## src/rtl/uart_cmd_frontend.sv

```systemverilog
// Command front end for the UART core: synchronises the raw 7-bit pad bus,
// qualifies each command by stability and idle-arming, and applies it to registered outputs.
module uart_cmd_frontend #(
  parameter int          STABLE_CYCLES  = 4,
  parameter logic [7:0]  DEFAULT_PREDIV = 8'd12
) (
  input  logic       clk,
  input  logic       reset,
  input  logic [6:0] io_in7,
  output logic [7:0] io_txData,
  output logic       io_txValid,
  input  logic       io_txReady,
  output logic [4:0] io_config,
  output logic [7:0] io_prediv,
  output logic       io_predivLoad,
  output logic       io_resetCommandStrobe,
  output logic       io_overflow,
  output logic       io_seqError
);

  localparam logic [3:0] STABLE_MAX   = 4'(STABLE_CYCLES);
  localparam logic [1:0] CMD_DATA     = 2'd0;
  localparam logic [1:0] CMD_CONFIG   = 2'd1;
  localparam logic [1:0] CMD_PREDIV   = 2'd2;
  localparam logic [1:0] CMD_SPARE    = 2'd3;
  localparam logic [4:0] RESET_PAYLOAD = 5'b11000;

  typedef enum logic {WAIT_IDLE = 1'b0, ARMED = 1'b1} arm_state_t;

  arm_state_t state_reg, state_next;

  logic [6:0] sync1_reg, sync2_reg;
  logic [3:0] cnt_reg, cnt_next;
  logic       accept;
  logic       reached;

  logic [1:0] cmd;
  logic [4:0] payload;

  logic [7:0] tx_data_reg, tx_data_next;
  logic       tx_valid_reg, tx_valid_next;
  logic [4:0] config_reg, config_next;
  logic [7:0] prediv_reg, prediv_next;
  logic       prediv_load_reg, prediv_load_next;
  logic       strobe_reg, strobe_next;
  logic       overflow_reg, overflow_next;
  logic       seq_error_reg, seq_error_next;
  logic [3:0] data_lo_reg, data_lo_next;
  logic       data_lo_pend_reg, data_lo_pend_next;
  logic [3:0] prediv_lo_reg, prediv_lo_next;
  logic       prediv_lo_pend_reg, prediv_lo_pend_next;

  logic       byte_done;
  logic [7:0] byte_value;

  assign cmd     = sync2_reg[1:0];
  assign payload = sync2_reg[6:2];

  // Stability is judged between the two synchroniser stages so that the
  // accept edge lands exactly 2+STABLE_CYCLES cycles after the pads settle.
  always_comb begin
    if (sync1_reg != sync2_reg) begin
      cnt_next = 4'd0;
    end else if (cnt_reg == STABLE_MAX) begin
      cnt_next = cnt_reg;
    end else begin
      cnt_next = cnt_reg + 4'd1;
    end
  end

  assign reached = (cnt_next == STABLE_MAX) && (cnt_reg != STABLE_MAX);

  always_comb begin
    state_next = state_reg;
    accept     = 1'b0;
    case (state_reg)
      WAIT_IDLE: begin
        if ((cnt_next == STABLE_MAX) && (cmd == CMD_SPARE)) begin
          state_next = ARMED;
        end
      end
      ARMED: begin
        if (reached && (cmd != CMD_SPARE)) begin
          accept     = 1'b1;
          state_next = WAIT_IDLE;
        end
      end
      default: state_next = WAIT_IDLE;
    endcase
  end

  always_ff @(posedge clk or negedge reset) begin
    if (!reset) begin
      state_reg <= WAIT_IDLE;
      sync1_reg <= 7'd0;
      sync2_reg <= 7'd0;
      cnt_reg   <= 4'd0;
    end else begin
      state_reg <= state_next;
      sync1_reg <= io_in7;
      sync2_reg <= sync1_reg;
      cnt_reg   <= cnt_next;
    end
  end

  always_comb begin
    tx_data_next        = tx_data_reg;
    tx_valid_next       = tx_valid_reg;
    config_next         = config_reg;
    prediv_next         = prediv_reg;
    prediv_load_next    = 1'b0;
    strobe_next         = 1'b0;
    overflow_next       = overflow_reg;
    seq_error_next      = seq_error_reg;
    data_lo_next        = data_lo_reg;
    data_lo_pend_next   = data_lo_pend_reg;
    prediv_lo_next      = prediv_lo_reg;
    prediv_lo_pend_next = prediv_lo_pend_reg;
    byte_done           = 1'b0;
    byte_value          = {payload[3:0], data_lo_reg};

    if (tx_valid_reg && io_txReady) begin
      tx_valid_next = 1'b0;
    end

    if (accept) begin
      case (cmd)
        CMD_DATA: begin
          if (!payload[4]) begin
            data_lo_next      = payload[3:0];
            data_lo_pend_next = 1'b1;
          end else if (data_lo_pend_reg) begin
            byte_done         = 1'b1;
            data_lo_pend_next = 1'b0;
          end else begin
            seq_error_next = 1'b1;
          end
        end
        CMD_PREDIV: begin
          if (!payload[4]) begin
            prediv_lo_next      = payload[3:0];
            prediv_lo_pend_next = 1'b1;
          end else if (prediv_lo_pend_reg) begin
            prediv_next         = {payload[3:0], prediv_lo_reg};
            prediv_load_next    = 1'b1;
            prediv_lo_pend_next = 1'b0;
          end else begin
            seq_error_next = 1'b1;
          end
        end
        CMD_CONFIG: begin
          if (payload == RESET_PAYLOAD) begin
            strobe_next         = 1'b1;
            config_next         = 5'd0;
            prediv_next         = DEFAULT_PREDIV;
            prediv_load_next    = 1'b1;
            tx_valid_next       = 1'b0;
            data_lo_pend_next   = 1'b0;
            prediv_lo_pend_next = 1'b0;
            overflow_next       = 1'b0;
            seq_error_next      = 1'b0;
          end else begin
            config_next = payload;
          end
        end
        default: ;
      endcase
    end

    // Single-entry buffer: refill allowed when empty or being drained this cycle.
    if (byte_done) begin
      if (!tx_valid_reg || io_txReady) begin
        tx_data_next  = byte_value;
        tx_valid_next = 1'b1;
      end else begin
        overflow_next = 1'b1;
      end
    end
  end

  always_ff @(posedge clk or negedge reset) begin
    if (!reset) begin
      tx_data_reg        <= 8'd0;
      tx_valid_reg       <= 1'b0;
      config_reg         <= 5'd0;
      prediv_reg         <= DEFAULT_PREDIV;
      prediv_load_reg    <= 1'b0;
      strobe_reg         <= 1'b0;
      overflow_reg       <= 1'b0;
      seq_error_reg      <= 1'b0;
      data_lo_reg        <= 4'd0;
      data_lo_pend_reg   <= 1'b0;
      prediv_lo_reg      <= 4'd0;
      prediv_lo_pend_reg <= 1'b0;
    end else begin
      tx_data_reg        <= tx_data_next;
      tx_valid_reg       <= tx_valid_next;
      config_reg         <= config_next;
      prediv_reg         <= prediv_next;
      prediv_load_reg    <= prediv_load_next;
      strobe_reg         <= strobe_next;
      overflow_reg       <= overflow_next;
      seq_error_reg      <= seq_error_next;
      data_lo_reg        <= data_lo_next;
      data_lo_pend_reg   <= data_lo_pend_next;
      prediv_lo_reg      <= prediv_lo_next;
      prediv_lo_pend_reg <= prediv_lo_pend_next;
    end
  end

  assign io_txData             = tx_data_reg;
  assign io_txValid            = tx_valid_reg;
  assign io_config             = config_reg;
  assign io_prediv             = prediv_reg;
  assign io_predivLoad         = prediv_load_reg;
  assign io_resetCommandStrobe = strobe_reg;
  assign io_overflow           = overflow_reg;
  assign io_seqError           = seq_error_reg;

endmodule

```

## config.mk

```make
export PLATFORM = sky130hd
export DESIGN_NAME = uart_cmd_frontend
export DESIGN_NICKNAME = d
export VERILOG_FILES = /design/src/rtl/uart_cmd_frontend.sv
export SDC_FILE = /design/constraint.sdc
export NUM_CORES = 1
export LEC_CHECK = 0
export CAP_MARGIN = 20
export CORE_AREA = 4 4 78 80
export DETAILED_ROUTE_END_ITERATION = 6
export DIE_AREA = 0 0 82 84
export PLACE_DENSITY_LB_ADDON = 0.1
export REMOVE_ABC_BUFFERS = 1
export SKIP_LAST_GASP = 1
export SLEW_MARGIN = 20
export SYNTH_ARGS = -nofsm -noshare
export SYNTH_HDL_FRONTEND = slang
export SYNTH_SLANG_ARGS = --single-unit
```

## constraint.sdc

```tcl
create_clock -name clk -period 3.05 [get_ports clk]
set_input_delay 0.7625 -clock clk [delete_from_list [all_inputs] [get_ports clk]]
set_output_delay 0.7625 -clock clk [all_outputs]
set_load 0.05 [all_outputs]
```

==> impl_metrics.json <==
{
  "synth_area_um2": 2430,
  "fin_crit_sh_pct": 80.9,
  "dieArea_um2": 6890,
  "ys.flop_type": "dfrtp_1",
  "fmax_mhz": 405,
  "p_sw_share_pct": 23.1,
  "cts_made_buffers": 5,
  "grt_antenna_before_repair": 0,
  "drtIter0Drc": 131,
  "synth_area_per_cell_um2": 11.9,
  "core_um2": 5410,
  "tritoncts": "built",
  "ys_ff_latch": 55,
  "ir_drop_mv": 0.321,
  "layout_min_cycle_time_ps": 2470,
  "rsz0062_at_grt": "false",
  "grt-ovfl-total": 0,
  "layout-drive-gt1-share_pct": 16.6,
  "critical_path_peak_fanout": 7,
  "syn_inst": 205,
  "worst_setup_path_start_kind": "flop",
  "area_growth_pct": 22.9,
  "finClkSkew_ps": 3.89,
  "grt_pass1_wl_um": 8420,
  "final-hold-violation-count": 0,
  "antenna_left": 0,
  "p_switching_mw": 0.304,
  "p_int_mw": 1.02,
  "post_drt_wl_per_cell_um": 15.2,
  "grt_pass1_vias": 1702,
  "critical_path_class": "flop to flop",
  "required_ps": 3250,
  "hpwl_um": 3430,
  "die_h_um": 84,
  "power_leakage_nw": 1.37,
  "critical_path.endpoint_type": "flop",
  "hold_path.class": "flop to flop",
  "clk_path_buf_depth": 2,
  "yosys.area.top_type": "dfrtp_1",
  "cts_sinks": 55,
  "cts_resized": 0,
  "vias_per_cell": 5.19,
  "ys_top_cells_by_area": "dfrtp_1, mux2_2, ha_1",
  "path_clk_slew_ps": 100,
  "p_per_area_nw_per_um2": 441,
  "drc": 0,
  "tns_ps": 0,
  "fin_nets": 262,
  "async_reset_ff_share_pct": 100,
  "cts_root_buf": "clkbuf_8",
  "crit_path_cell_trace": "inv_1 -> ha_1 -> nor2b_1 -> o211a_1 -> or3_1 -> nor4_4 -> mux2_2",
  "insertion_delay_ps": 310,
  "critPathArrivalTime_ps": 2670,
  "first_pass_iters": 4,
  "place_congestion": 0.834,
  "outcome": "finished, final reports clean",
  "setup_viol": 0,
  "worst_slew_pin_slew_ps": 682,
  "rr_worst_depth": 7,
  "fin_util_pct": 55.3,
  "seq_power_share_pct": 56.9,
  "grt_start_max_net_pins": 56,
  "crit_path_max_incr_delay_ps": 480,
  "cts_max_level": 2,
  "slew_headroom_pct": 54.5,
  "p_comb_share_pct": 5.5,
  "cpMaxStageDelayCell": "dfrtp_1",
  "cts_setup_buffers": 0,
  "synth_seq_area_share_pct": 56.6,
  "synth_top_area_share_pct": 54.5,
  "port_buffers": 35,
  "via_count": 1656,
  "ios": 36,
  "clockPowerShare_pct": 37.6,
  "antenna_cells": 0,
  "drv_slew": 0,
  "synth_edf_count": 0,
  "wirelength_um": 4840,
  "die_x_um": 82,
  "cap_violations": 0,
  "rows": 27,
  "ys_warn_count": 0,
  "initial_core_util_pct": 45.0,
  "holdPathStages": 0,
  "yosys.cell_types.count": 46,
  "grt_util_all_layers_pct": 15.9,
  "holdBufCountCts": 0
}
[worst max-delay path: cells and delay by family, from the launching register on]
| kind | cells | cell delay (ps) |
|---|---|---|
| multiplexers | 1 | 380 |
| AO/OA/AOI/OAI | 1 | 270 |
| flip-flops | 1 | 480 |
| adder cells (fa/ha/maj) | 1 | 230 |
| AND/OR/NAND/NOR | 3 | 910 |
| buffers and inverters | 1 | 90 |
[worst paths after layout]
check                                  start              to  slack, ps
worst max-delay path              cnt_reg[0]  data_lo_reg[0]        580
worst min-delay path            sync1_reg[1]    sync2_reg[1]        410
worst max register to register    cnt_reg[0]  data_lo_reg[0]        580
worst min register to register  sync1_reg[1]    sync2_reg[1]        410
max in group asynchronous              reset    io_prediv[4]       2030
min in group asynchronous              reset      cnt_reg[2]        570
[Yosys cell counts, types with 2 or more instances]
| master | instances |
|---|---|
| dfstp_2 | 2 |
| and2_1 | 2 |
| nor2b_1 | 2 |
| clkbuf_1 | 3 |
| or3_1 | 2 |
| mux2i_1 | 2 |
| o41ai_1 | 2 |
| o21bai_1 | 3 |
| nor2_1 | 10 |
| nand2_1 | 9 |
| ha_1 | 6 |
| nor4_1 | 3 |
| a21oi_1 | 6 |
| o21ai_0 | 14 |
| nand3_1 | 8 |
| nor3_1 | 3 |
| inv_1 | 15 |
| xor2_1 | 7 |
| dfrtp_1 | 53 |
| o21a_1 | 2 |
| o22a_1 | 2 |
| nand2b_1 | 4 |
| buf_2 | 2 |
| mux2_2 | 19 |
| and3_1 | 3 |
[metal layers]
metal	vias up	GRT usage [%]	share of wire, %
li1	801	-	-
met1	809	23.4	49
met2	42	22.8	46
met3	4	4.10	4.4
met4	0	4.53	0.85
met5	-	0	0
[cell families after synthesis]
logic type               after synthesis  synth area share (%)
AO/OA/AOI/OAI                         37                  9.71
XOR/XNOR                               7                  2.52
adder cells (fa/ha/maj)                6                  3.08
buffers and inverters                 21                  3.65
flip-flops                            55                  56.6
multiplexers                          22                  10.2
AND/OR/NAND/NOR                       57                  14.2
[through the flow]
stage               cells  setup slack (ps)  power, mW  cell area, um2  hold slack [ps]
finish                319               583       1.32            2990              407
global placement      311               639      0.838            2880              378
floorplan             199               732      0.796            2400              372
detailed placement    311               599      0.839            2880              385
CTS                   319               579       1.34            2990              409
global route          319               435       1.37            2990              422
[final cells by class]
class,count,area [um2]
clock buffer,5,68.8
inverter,15,56.3
sequential,55,1380
fill,482,2410
multi-input combinational,129,967
clock inverter,3,47.5
timing repair buffer,40,383
tap,72,90.1
[power groups by stage]
| stage | sequential (mW) | clock (mW) | combinational [mW] |
|---|---|---|---|
| floorplan | 0.763 | 0 | 0.0334 |
| global placement | 0.765 | 0 | 0.0738 |
| detailed placement | 0.765 | 0 | 0.0735 |
| CTS | 0.751 | 0.512 | 0.0737 |
| global route | 0.752 | 0.539 | 0.0835 |
| finish | 0.750 | 0.496 | 0.0726 |
[layout by cell type, fill, tap and decap left out, types with 2 or more instances in the layout]
cell type and n:
dfrtp_1 53, clkdlybuf4s50_1 34, mux2_2 19, inv_1 15
o21ai_0 14, nor2_1 10, nand2_1 9, nand3_1 8
xor2_1 7, a21oi_1 6, ha_1 6, clkbuf_8 5
buf_4 5, nand2b_1 4, nor3_1 3, and3_1 3
nor4_1 3, o21bai_1 3, nor2b_1 2, or3_1 2
o41ai_1 2, and2_1 2, o22a_1 2, o21a_1 2
mux2i_1 2, dfstp_2 2
Note: power is estimated with default switching activity, not from simulation.
